--- src/rtl/and2_result_skid.sv ---
// Two-entry valid/ready skid stage for the AND wrapper result, with a delivered-result counter.
// Upstream ready depends on registered state only, so no combinational path crosses the stage.
module and2_result_skid #(
    parameter int WIDTH     = 2,
    parameter int CNT_WIDTH = 8
) (
    input  logic                 CLK,
    input  logic                 ASYNCRESET,
    input  logic [WIDTH-1:0]     I,
    input  logic                 I_valid,
    output logic                 I_ready,
    output logic [WIDTH-1:0]     O,
    output logic                 O_valid,
    input  logic                 O_ready,
    input  logic                 clr,
    output logic [CNT_WIDTH-1:0] count
);

    typedef enum logic [1:0] {
        S_EMPTY = 2'd0,
        S_ONE   = 2'd1,
        S_FULL  = 2'd2
    } state_t;

    state_t               r_state;
    logic [WIDTH-1:0]     r_main;
    logic [WIDTH-1:0]     r_skid;
    logic [CNT_WIDTH-1:0] r_count;

    logic w_accept;
    logic w_deliver;

    assign O_valid   = (r_state != S_EMPTY);
    assign I_ready   = (r_state != S_FULL);
    assign O         = r_main;
    assign count     = r_count;
    assign w_accept  = I_valid & I_ready;
    assign w_deliver = O_valid & O_ready;

    // NOTE: the two data registers are reset as well as the state, so O reads 0 after reset.
    always_ff @(posedge CLK or posedge ASYNCRESET) begin
        if (ASYNCRESET) begin
            r_state <= S_EMPTY;
            r_main  <= '0;
            r_skid  <= '0;
        end else begin
            // NOTE: non-blocking assignments keep every branch reading the pre-edge state.
            case (r_state)
                S_EMPTY: begin
                    if (w_accept) begin
                        r_main  <= I;
                        r_state <= S_ONE;
                    end
                end
                S_ONE: begin
                    if (w_accept && w_deliver) begin
                        r_main <= I;
                    end else if (w_accept) begin
                        r_skid  <= I;
                        r_state <= S_FULL;
                    end else if (w_deliver) begin
                        r_state <= S_EMPTY;
                    end
                end
                S_FULL: begin
                    // No accept can happen here because I_ready is low.
                    if (w_deliver) begin
                        r_main  <= r_skid;
                        r_state <= S_ONE;
                    end
                end
                default: r_state <= S_EMPTY;
            endcase
        end
    end

    // clr takes priority over a simultaneous deliver.
    always_ff @(posedge CLK or posedge ASYNCRESET) begin
        if (ASYNCRESET) begin
            r_count <= '0;
        end else if (clr) begin
            r_count <= '0;
        end else if (w_deliver) begin
            r_count <= r_count + 1'b1;
        end
    end

endmodule
--- config.mk ---
export PLATFORM = sky130hd
export DESIGN_NAME = and2_result_skid
export DESIGN_NICKNAME = d
export VERILOG_FILES = /design/src/rtl/and2_result_skid.sv
export SDC_FILE = /design/constraint.sdc
export NUM_CORES = 1
export LEC_CHECK = 0
export BUFFER_PORTS_ARGS = -buffer_cell sky130_fd_sc_hd__buf_2
export CORE_UTILIZATION = 30
export DETAILED_ROUTE_END_ITERATION = 10
export PLACE_DENSITY = 0.54
export SYNTH_ARGS = -nofsm -noshare
export SYNTH_HDL_FRONTEND = slang
export SYNTH_SLANG_ARGS = --single-unit
--- constraint.sdc ---
create_clock -name CLK -period 1.7 [get_ports CLK]
set_input_delay 0.34 -clock CLK [delete_from_list [all_inputs] [get_ports CLK]]
set_output_delay 0.34 -clock CLK [all_outputs]
set_load 0.005 [all_outputs]
==> run metrics, run 1 <==
maximum achievable frequency=about 640 MHz; fin. max-slew vios=0; synthesized area=718.2 um^2; CP Capture Type=output pin; core outline area=roughly 2200 um^2; highest metal layer with signal wires=met4; area share of xor/xnor cells in the synthesized design=~2.4%; Post-Syn Nets=73; layout filler cell count=~230; logic gate share of total power=between 10% and 20%; Remaining Overflow, GRT=0; Max-Cap Viols=0; share of flip-flops with an asynchronous set or reset=100.0%; type of the worst setup path=flip-flop to output pin; dominant combinational cell family by area after synthesis=simple AND/OR/NAND/NOR gates; final worst path period need=about 1.6 ns; TritonCTS Buffers=3; top cells by area, synth=dfrtp_1 (49%), mux2_2 (9.4%), a21oi_1 (4.9%); detailed-routing wirelength on met1=between 600 and 700 um; estimated wirelength of the detail-placed design=~930 um; setup repair after global routing missed its margin=false; Max FO, Critical Path=9; setup total negative slack=0 ns; internal portion of total power=approximately 0.55 mW; clock power share=between 20 and 25%; CP required=about 1.4 ns; largest area contributor in the netlist=dfrtp_1; clock latency on the worst-skew pair=~0.28 ns; setup bufs post-CTS=0; count of non-filler cells in the finished layout=110; Post-DRT Antenna Nets=0; Layout Cell Area excl Fill=~840 um^2; Synth Area per Inst=11.05 um^2; total clock sinks=14; clock-pin transition on the worst setup and hold timing paths=approximately 0.08 ns; switching part of the total power=roughly 27%; top-level I/O count=19; final setup vio count=0; number of nets in the finished design=92; Iteration-0 DRC Markers=5; post-cts gate resize count=0; worst-case headroom to the max-slew limit=between 60% and 70%; final hold vios=0; switching power=0.2036 mW; adder-cell share of the synthesized area=1.742%; total length of routed wires=roughly 1.2 mm; post-detailed-route DRC marker count=0; TritonCTS clock tree=yes; number of buffers added to fix hold violations after cts=0; die area=around 2600 um^2; post-synthesis instance total=between 60 and 70; number of levels the H-tree was split into=1; clock root cell=clkbuf_4; met2 wire length=529 um; via count=between 500 and 600; most instantiated cells after synthesis=dfrtp_1 (14), a21oi_1 (7), mux2_2 (6); antenna violations before repair=0; nature of the critical path startpoint=flip-flop; via count of the first global-routing pass=488; worst-case clock buffer depth=2; Leak Pwr=between 0.3 and 0.4 nW; Layout Area Growth over Synthesis=16.90%; maximum resistive drop on vdd=0.6599 mV; number of core rows=17; warnings from Yosys=0; Synth cell types=26; Seq/Total Area, Yosys=between 40% and 50%; most frequent cell after synthesis=dfrtp_1; number of enable-type register cells in the synthesized netlist=0; Post-Synth Simple-Gate Area=roughly 16%; number of cells in the design after placement=~110; arrival time at the worst endpoint=between 1 and 1.5 ns; Antenna Diode Count=0; proportion of layout cells with a drive suffix above 1=36.59%; weighted congestion reported at the end of routability-driven placement=0.6477; Synth top area share=between 40% and 50%; type of the tightest min-delay check=input port to async pin; Max Clock Skew=~0.0018 ns; maximum number of pins on one net before global-route repair=15; die extent in y=around 50 um; number of register bits inferred by synthesis=14; average vias per placed instance=a little over 5; slew at the pin closest to its max-slew limit=between 0.5 and 0.6 ns; Horiz. Die Dim=roughly 51 um; PwrDens=between 800 and 900 nW/um^2; cell area after placement=slightly above 800 um^2; Routed met3 length=55 um; count of buffers inserted at the top-level ports=18; global-route wire length before repair=2.125 mm; Routed WL per cell=11.07 um; share of power burned in registers=roughly 56%; status=finished clean; proportion of synthesized area in mux cells=about an eighth; portion of the clock cycle consumed by the worst path in the final layout=approximately nine tenths; compound-cell area share of the yosys netlist=~14%; Pre-antenna DRT Iters=5; most frequently used flop master after synthesis=dfrtp_1; starting utilization of the core area=32.16%; total global routing track utilization=a little over a tenth
flip-flops by register name, summed over array words and instances (netlist names):
| register | flops |
|---|---|
| r_skid | 2 |
| count | 8 |
| r_state | 2 |
| O | 2 |
path summary, 6_finish.rpt:
check,start,end,slack (ns),cells past startpoint
hold reg to reg,r_skid[0],r_skid[0],0.51,1
setup / recovery,r_state[0],O_valid,0.14,2
hold / removal,ASYNCRESET,r_skid[1],0.08,2
min in group CLK,I[1],r_skid[1],0.30,2
setup reg to reg,r_state[0],O[0],0.27,3
max in group asynchronous,ASYNCRESET,count[5],1.27,2
final cells by class:
| type | instances | area, um^2 | share of cell area [%] |
|---|---|---|---|
| clock buffer | 3 | 22.52 | 2.683 |
| multi-input combinational | 46 | 337.8 | 40.24 |
| timing repair buffer | 18 | 90.09 | 10.73 |
| sequential | 14 | 350.3 | 41.73 |
| inverter | 1 | 3.754 | 0.4471 |
| tap | 28 | 35.03 | 4.173 |
logic make-up after synthesis:
group                      count (synthesis)
AOI/OAI and AO/OA                         16
xor gates and xnor gates                   2
adders and majority gates                  1
buffers and inverters                      5
DFF                                       14
muxes                                      8
and+or+nand+nor                           19
power groups by stage:
stage	Combinational [mW]	Sequential, mW	Clock, mW
2_1_floorplan	0.129	0.407	0
3_3_place_gp	0.152	0.425	0
3_5_place_dp	0.152	0.425	0
4_1_cts	0.152	0.419	0.186
5_1_grt	0.166	0.426	0.196
6_report	0.149	0.419	0.183
through the flow:
step           hold slack, ns  setup WS [ns]  power [mW]  util, %
2_1_floorplan          0.2292         0.4012      0.5354        -
3_5_place_dp           0.4046         0.2704      0.5767    36.58
5_1_grt                0.1362        0.08213      0.7876    37.59
4_1_cts                0.1018         0.1297      0.7572    37.59
3_3_place_gp           0.4122         0.2774      0.5766    36.58
6_report              0.08237         0.1444      0.7513    37.59
per-layer routing:
| layer | track usage [%] | vias up |
|---|---|---|
| li1 | - | 274 |
| met1 | 15.01 | 269 |
| met2 | 16.01 | 15 |
| met3 | 2.679 | 2 |
| met4 | 5.093 | 0 |
| met5 | 0 | - |
worst max-delay path, cell delays in order (launching register included):
cell and delay, ns:
dfrtp_1 0.48, or2_2 0.32, buf_2 0.13
cell usage in the layout (no fill, tap or decap):
master	count
mux2i_1	2
mux2_2	6
clkbuf_4	3
nand3_1	1
buf_2	18
nor2_1	3
nor2b_1	1
o21ai_4	1
or3_1	3
ha_1	1
o22ai_1	1
nand2_1	3
dfrtp_1	14
nor3b_1	1
nand2b_4	1
or4_1	2
inv_1	1
and3b_1	1
o21ai_0	3
o2bb2ai_1	1
a21oi_1	7
o31ai_1	2
o211ai_1	1
xor2_1	2
or2_2	1
nand4_1	2
Note: power is estimated with default switching activity, not from simulation.
==> inputs of run 2 (changes only) <==
--- a/config.mk
+++ b/config.mk
@@ -7,8 +7,9 @@
 export LEC_CHECK = 0
 export BUFFER_PORTS_ARGS = -buffer_cell sky130_fd_sc_hd__buf_2
 export CORE_UTILIZATION = 30
+export CTS_BUF_LIST = sky130_fd_sc_hd__clkbuf_8
+export CTS_CLUSTER_SIZE = 16
 export DETAILED_ROUTE_END_ITERATION = 10
-export PLACE_DENSITY = 0.54
 export SYNTH_ARGS = -nofsm -noshare
 export SYNTH_HDL_FRONTEND = slang
 export SYNTH_SLANG_ARGS = --single-unit
==> run 2 against run 1 <==
  * Via count is 1.1% lower
  * Cell count up 0.91%
  * Routed wire length is 20% higher
  * Critical path depth stayed put
  * Final area increased by 3.9%
  * Setup slack gained 0.029 ns
  * Critical path type unchanged
  * Critical endpoint unchanged
  * Largest cell class unchanged
==> run metrics, run 2 (synthesized netlist as in run 1, its figures left out) <==
type of the worst setup path=flip-flop to output pin; average vias per placed instance=4.991 (-2.0%); hold_ws=0.1164 ns (+0.03408 ns); arrival time at the worst endpoint=1.19 ns (-0.03 ns); weighted congestion reported at the end of routability-driven placement=0.6741 (+4.1%); setup bufs post-CTS=0 (unchanged); core outline area=2233 um^2 (unchanged); Largest register FFs=8 (unchanged); portion of the clock cycle consumed by the worst path in the final layout=89.80% (-1.7 points); total clock sinks=14 (unchanged); Leak Pwr=0.4012 nW (+3.9%); flop2flop setup slack=0.27 ns (about the same); total length of routed wires=1.456 mm (+20%); most common cell after layout, fill and taps aside=buf_2; setup repair after global routing missed its margin=false; number of levels the H-tree was split into=1 (unchanged); antenna violations before repair=0 (unchanged); maximum achievable frequency=655.1 MHz (+1.9%); setup total negative slack=0 ns (unchanged); starting utilization of the core area=32.16% (unchanged); clock root cell=clkbuf_8; layout filler cell count=232 (+0.43%); PwrDens=1039 nW/um^2 (+16%); maximum number of pins on one net before global-route repair=15 (unchanged); TritonCTS clock tree=yes; Max-Cap Viols=0 (unchanged); fin. max-slew vios=0 (unchanged); post-cts gate resize count=0 (unchanged); Post-DRT Antenna Nets=0 (unchanged); worst-case headroom to the max-slew limit=65.06% (+0.39 points); Pre-antenna DRT Iters=4 (-1); Iteration-0 DRC Markers=11 (+6); CP required=1.36 ns (about the same); count of buffers inserted at the top-level ports=18 (unchanged); via count of the first global-routing pass=539 (+10%); Core Util, Final=39.05% (+1.5 points); proportion of layout cells with a drive suffix above 1=37.35% (+0.76 points); post-detailed-route DRC marker count=0 (unchanged); die extent in y=50.93 um (unchanged); final hold vios=0 (unchanged); number of buffers added to fix hold violations after cts=0 (unchanged); via count=554 (-1.1%); number of core rows=17 (unchanged); global-route wire length before repair=2.442 mm (+15%); clock latency on the worst-skew pair=0.25 ns (-0.03 ns); nature of the critical path startpoint=flip-flop; die area=2594 um^2 (unchanged); CP Capture Type=output pin; Layout Area Growth over Synthesis=21.43%; final setup vio count=0 (unchanged); status=finished clean; slew at the pin closest to its max-slew limit=0.5236 ns (-0.005854 ns); TritonCTS Buffers=3 (unchanged); number of nets in the finished design=92 (unchanged); total global routing track utilization=13.49% (+2.6 points); Routed WL per cell=13.12 um (+18%); clock-pin transition on the worst setup and hold timing paths=0.06 ns (-0.02 ns); worst-case clock buffer depth=2 (unchanged); Max FO, Critical Path=9 (unchanged); estimated wirelength of the detail-placed design=1.015 mm (+8.8%); Max Clock Skew=0.001824 ns (+0.00005220 ns); final worst path period need=1.527 ns (-0.02901 ns); Remaining Overflow, GRT=0 (unchanged); Horiz. Die Dim=50.93 um (unchanged); Antenna Diode Count=0 (unchanged); type of the tightest min-delay check=input port to async pin; commonest non-fill, non-tap cells in the layout=buf_2 (18), dfrtp_1 (14), a21oi_1 (7), mux2_2 (6), clkbuf_8 (4); maximum resistive drop on vdd=0.5323 mV (-19%); top-level I/O count=19 (unchanged)
run 2: changes by cell type in the layout (fill, tap and decap cells not counted):
cell      before  now
clkbuf_8       0    4
clkbuf_4       3    0
run 2: worst max-delay path: stages (launching register included):
cell and delay, ns:
dfrtp_1 0.48, or2_2 0.33, buf_2 0.13
run 2: path summary, 6_finish.rpt:
path	start	endpoint	cells past startpoint
setup / recovery	r_state[0]	O_valid	2
hold / removal	ASYNCRESET	count[0]	2
setup reg to reg	r_state[0]	O[0]	3
hold reg to reg	O[1]	O[1]	1
max in group asynchronous	ASYNCRESET	r_state[0]	2
min in group CLK	I[0]	r_skid[0]	2
run 2: report_power, final:
group	internal (mW)	switching, mW
clock	0.205	0.126
combinational	0.0874	0.0649
sequential	0.379	0.0434
run 2: layer usage:
metal / track usage [%] / part of all wire [%] / up-vias
met1: 15.11 / 49 / 264
met5: 0 / 0 / -
met4: 11.11 / 3.0 / 0
met2: 21.27 / 46 / 10
met3: 3.571 / 2.5 / 4
li1: - / - / 276
run 2: cell type report:
type | count | area [um^2] | area share [%]
timing repair buffer | 18 | 90.09 | 10.33
inverter | 1 | 3.754 | 0.4304
clock buffer | 4 | 55.05 | 6.313
tap | 28 | 35.03 | 4.017
sequential | 14 | 350.3 | 40.17
multi-input combinational | 46 | 337.8 | 38.74
run 2: through the flow:
stage          instance area, um^2  cells  power, mW  worst slack [ns]
6_report                     872.1    111     0.9060            0.1734
5_1_grt                      872.1    111     0.9639            0.1060
4_1_cts                      872.1    111     0.9177            0.1642
3_5_place_dp                 817.0    107     0.5819            0.2805
3_3_place_gp                 817.0    107     0.5761            0.2728
2_1_floorplan                718.2     65     0.5354            0.4012
==> inputs of run 3 (changes only) <==
--- a/config.mk
+++ b/config.mk
@@ -10,6 +10,7 @@
 export CTS_BUF_LIST = sky130_fd_sc_hd__clkbuf_8
 export CTS_CLUSTER_SIZE = 16
 export DETAILED_ROUTE_END_ITERATION = 10
+export RECOVER_POWER = 100
 export SYNTH_ARGS = -nofsm -noshare
 export SYNTH_HDL_FRONTEND = slang
 export SYNTH_SLANG_ARGS = --single-unit
==> constraint.sdc (replaced) <==
create_clock -name CLK -period 1.3 [get_ports CLK]
set_input_delay 0.26 -clock CLK [delete_from_list [all_inputs] [get_ports CLK]]
set_output_delay 0.26 -clock CLK [all_outputs]
set_load 0.005 [all_outputs]
==> run 3 against run 2 <==
  * The flow now finishes with violations (setup timing)
  * Flip-flop and latch count did not move
  * Global-route usage decreased by 0.45 points
  * Power grew 43%
  * Setup slack worse by 0.27 ns
  * Sequential power is 28% higher
  * Final area up 18%
  * Die area stayed put
  * Routed wire length is 8.6% higher
  * Non-clock buffer count up 14
  * Sequential share of layout area shrank 5.9 points
  * Critical path type unchanged
  * Combinational power rose by 110%
  * Via count up 13%
  * Largest cell class is now multi-input combinational cells
==> run metrics, run 3 (synthesized netlist as in run 1, its figures left out) <==
status=complete, but fails checks; violations in the final reports=setup timing; TritonCTS Buffers=3 (unchanged); arrival time at the worst endpoint=1.14 ns (-0.05 ns); maximum achievable frequency=716.5 MHz; hold_ws=0.04298 ns (-0.07347 ns); portion of the clock cycle consumed by the worst path in the final layout=107.4%; start point of the critical path=r_state[0]; die area=2594 um^2 (unchanged); Layout Area Growth over Synthesis=43.03%; type of the tightest min-delay check=input port to async pin; estimated wirelength of the detail-placed design=1.104 mm (+8.8%); Leak Pwr=0.4680 nW (+17%); top-level I/O count=19 (unchanged); average vias per placed instance=4.992 (about the same); Remaining Overflow, GRT=0 (unchanged); number of levels the H-tree was split into=1 (unchanged); Worst Setup Slack, final=-0.09567 ns (-0.2691 ns); Antenna Diode Count=0 (unchanged); fin. max-slew vios=0 (unchanged); commonest non-fill, non-tap cells in the layout=buf_2 (15), dfrtp_1 (13), buf_6 (7), mux2_2 (6), buf_4 (6); number of cells in the design after placement=116 (+8.4%); global-route wire length before repair=2.456 mm (+0.57%); CP required=1.04 ns (-0.32 ns); total length of routed wires=1.581 mm (+8.6%); count of buffers inserted at the top-level ports=18 (unchanged); Post-DRT Antenna Nets=0 (unchanged); worst reg2reg path startpoint=r_state[1]; area of the multi-input gates=364.1 um^2 (+7.8%); proportion of layout cells with a drive suffix above 1=50.52% (+13 points); final setup vio count=11 (+11); via count=624 (+13%); count of non-filler cells in the finished layout=125 (+13%); Max FO, Critical Path=3 (-6); nature of the critical path startpoint=flip-flop; post-detailed-route DRC marker count=0 (unchanged); setup repair after global routing missed its margin=true; starting utilization of the core area=32.16% (unchanged); Horiz. Die Dim=50.93 um (unchanged); type of the worst setup path=flip-flop to output pin; slowest stage cell, crit path=dfrtp_1; TritonCTS clock tree=yes; cell mode on critical path=buf_6; weighted congestion reported at the end of routability-driven placement=0.6729 (-0.18%); Pre-antenna DRT Iters=4 (unchanged); CP Capture Type=output pin; DP Worst Slack=-0.09143 ns (-0.3719 ns); worst-case headroom to the max-slew limit=63.42% (-1.6 points); PwrDens=1261 nW/um^2 (+21%); Max Clock Skew=0.002960 ns (+0.001136 ns); Iteration-0 DRC Markers=10 (-1); sequential cell area=351.6 um^2 (+0.36%); crit-path max cell delay=0.40 ns (-0.08 ns); maximum resistive drop on vdd=0.6511 mV (+22%); die extent in y=50.93 um (unchanged); final worst path period need=between 1 and 1.5 ns; core outline area=2233 um^2 (unchanged); number of core rows=17 (unchanged); total global routing track utilization=13.04% (-0.45 points); Largest register FFs=8 (unchanged); Routed WL per cell=12.65 um (-3.6%); clock root cell=clkbuf_8; Max-Cap Viols=0 (unchanged); slew at the pin closest to its max-slew limit=0.5480 ns (+0.02448 ns); number of nets in the finished design=106 (+15%); total clock sinks=14 (unchanged); clock-pin transition on the worst setup and hold timing paths=0.06 ns (about the same); antenna violations before repair=0 (unchanged); maximum number of pins on one net before global-route repair=15 (unchanged); most common cell after layout, fill and taps aside=buf_2; layout filler cell count=230 (-0.86%); worst-path cell chain=buf_6 > nand2b_4 > buf_6 > buf_6; via count of the first global-routing pass=527 (-2.2%); final hold vios=0 (unchanged); clock latency on the worst-skew pair=0.25 ns (about the same); worst-case clock buffer depth=2 (unchanged)
## run 3: cell types whose count changed in the layout (fill, tap and decap cells not counted), sizes merged
cell,change
buf,+10
clkbuf,+4
## run 3: layout make-up
type                            instances  share of cell area (%)
Multi-Input combinational cell         46                   35.44
Sequential cell                        14                   34.23
Timing Repair Buffer                   32                   21.19
Clock buffer                            4                   5.359
Tap cell                               28                   3.410
Inverter                                1                  0.3654
## run 3: power breakdown
part	total, mW	switching (mW)	leakage (nW)	internal (mW)
Sequential	0.539	0.0422	0.182	0.496
Combinational	0.322	0.123	0.258	0.199
Clock	0.435	0.166	0.0288	0.269
## run 3: critical path: cells and delay by family, from the launching register on
kind	cells	cell delay [ns]
buf+inv	3	0.35
flops	1	0.40
simple gates	1	0.14
## run 3: path summary, 6_finish.rpt
kind / end / slack (ns) / cells after the start
max in group asynchronous: r_state[1] / 0.86 / 2
worst min register to register: r_skid[1] / 0.50 / 1
worst max register to register: r_skid[0] / -0.09 / 3
worst min-delay path: count[1] / 0.04 / 2
worst max-delay path: I_ready / -0.1 / 4
min in group CLK: r_skid[1] / 0.26 / 2
## run 3: what timing repair did
action	in CTS	in global routing
pin swaps	11	1
endpoints found under the setup margin	12	14
setup buffers	5	0
resized for setup	9	7
hold buffers	0	0
## run 3: through the flow
stage	util [%]	instance area, um^2	total power [mW]	TNS (ns)
after detailed placement	39.61	884.6	0.7983	-0.5481
after floorplan	-	718.2	0.7002	0
after global routing	45.99	1027	1.359	-1.309
after CTS	45.15	1008	1.307	-0.6269
final	45.99	1027	1.296	-0.6463
after global placement	39.61	884.6	0.7906	-0.2342
## run 3: metal layers
layer  vias up  part of all wire, %  global-route usage (%)
met2        11                   47                   18.86
met4         0                  1.6                   6.944
li1        303                    -                       -
met3         3                  3.2                   2.083
met1       307                   48                   18.44
met5         -                    0                       0
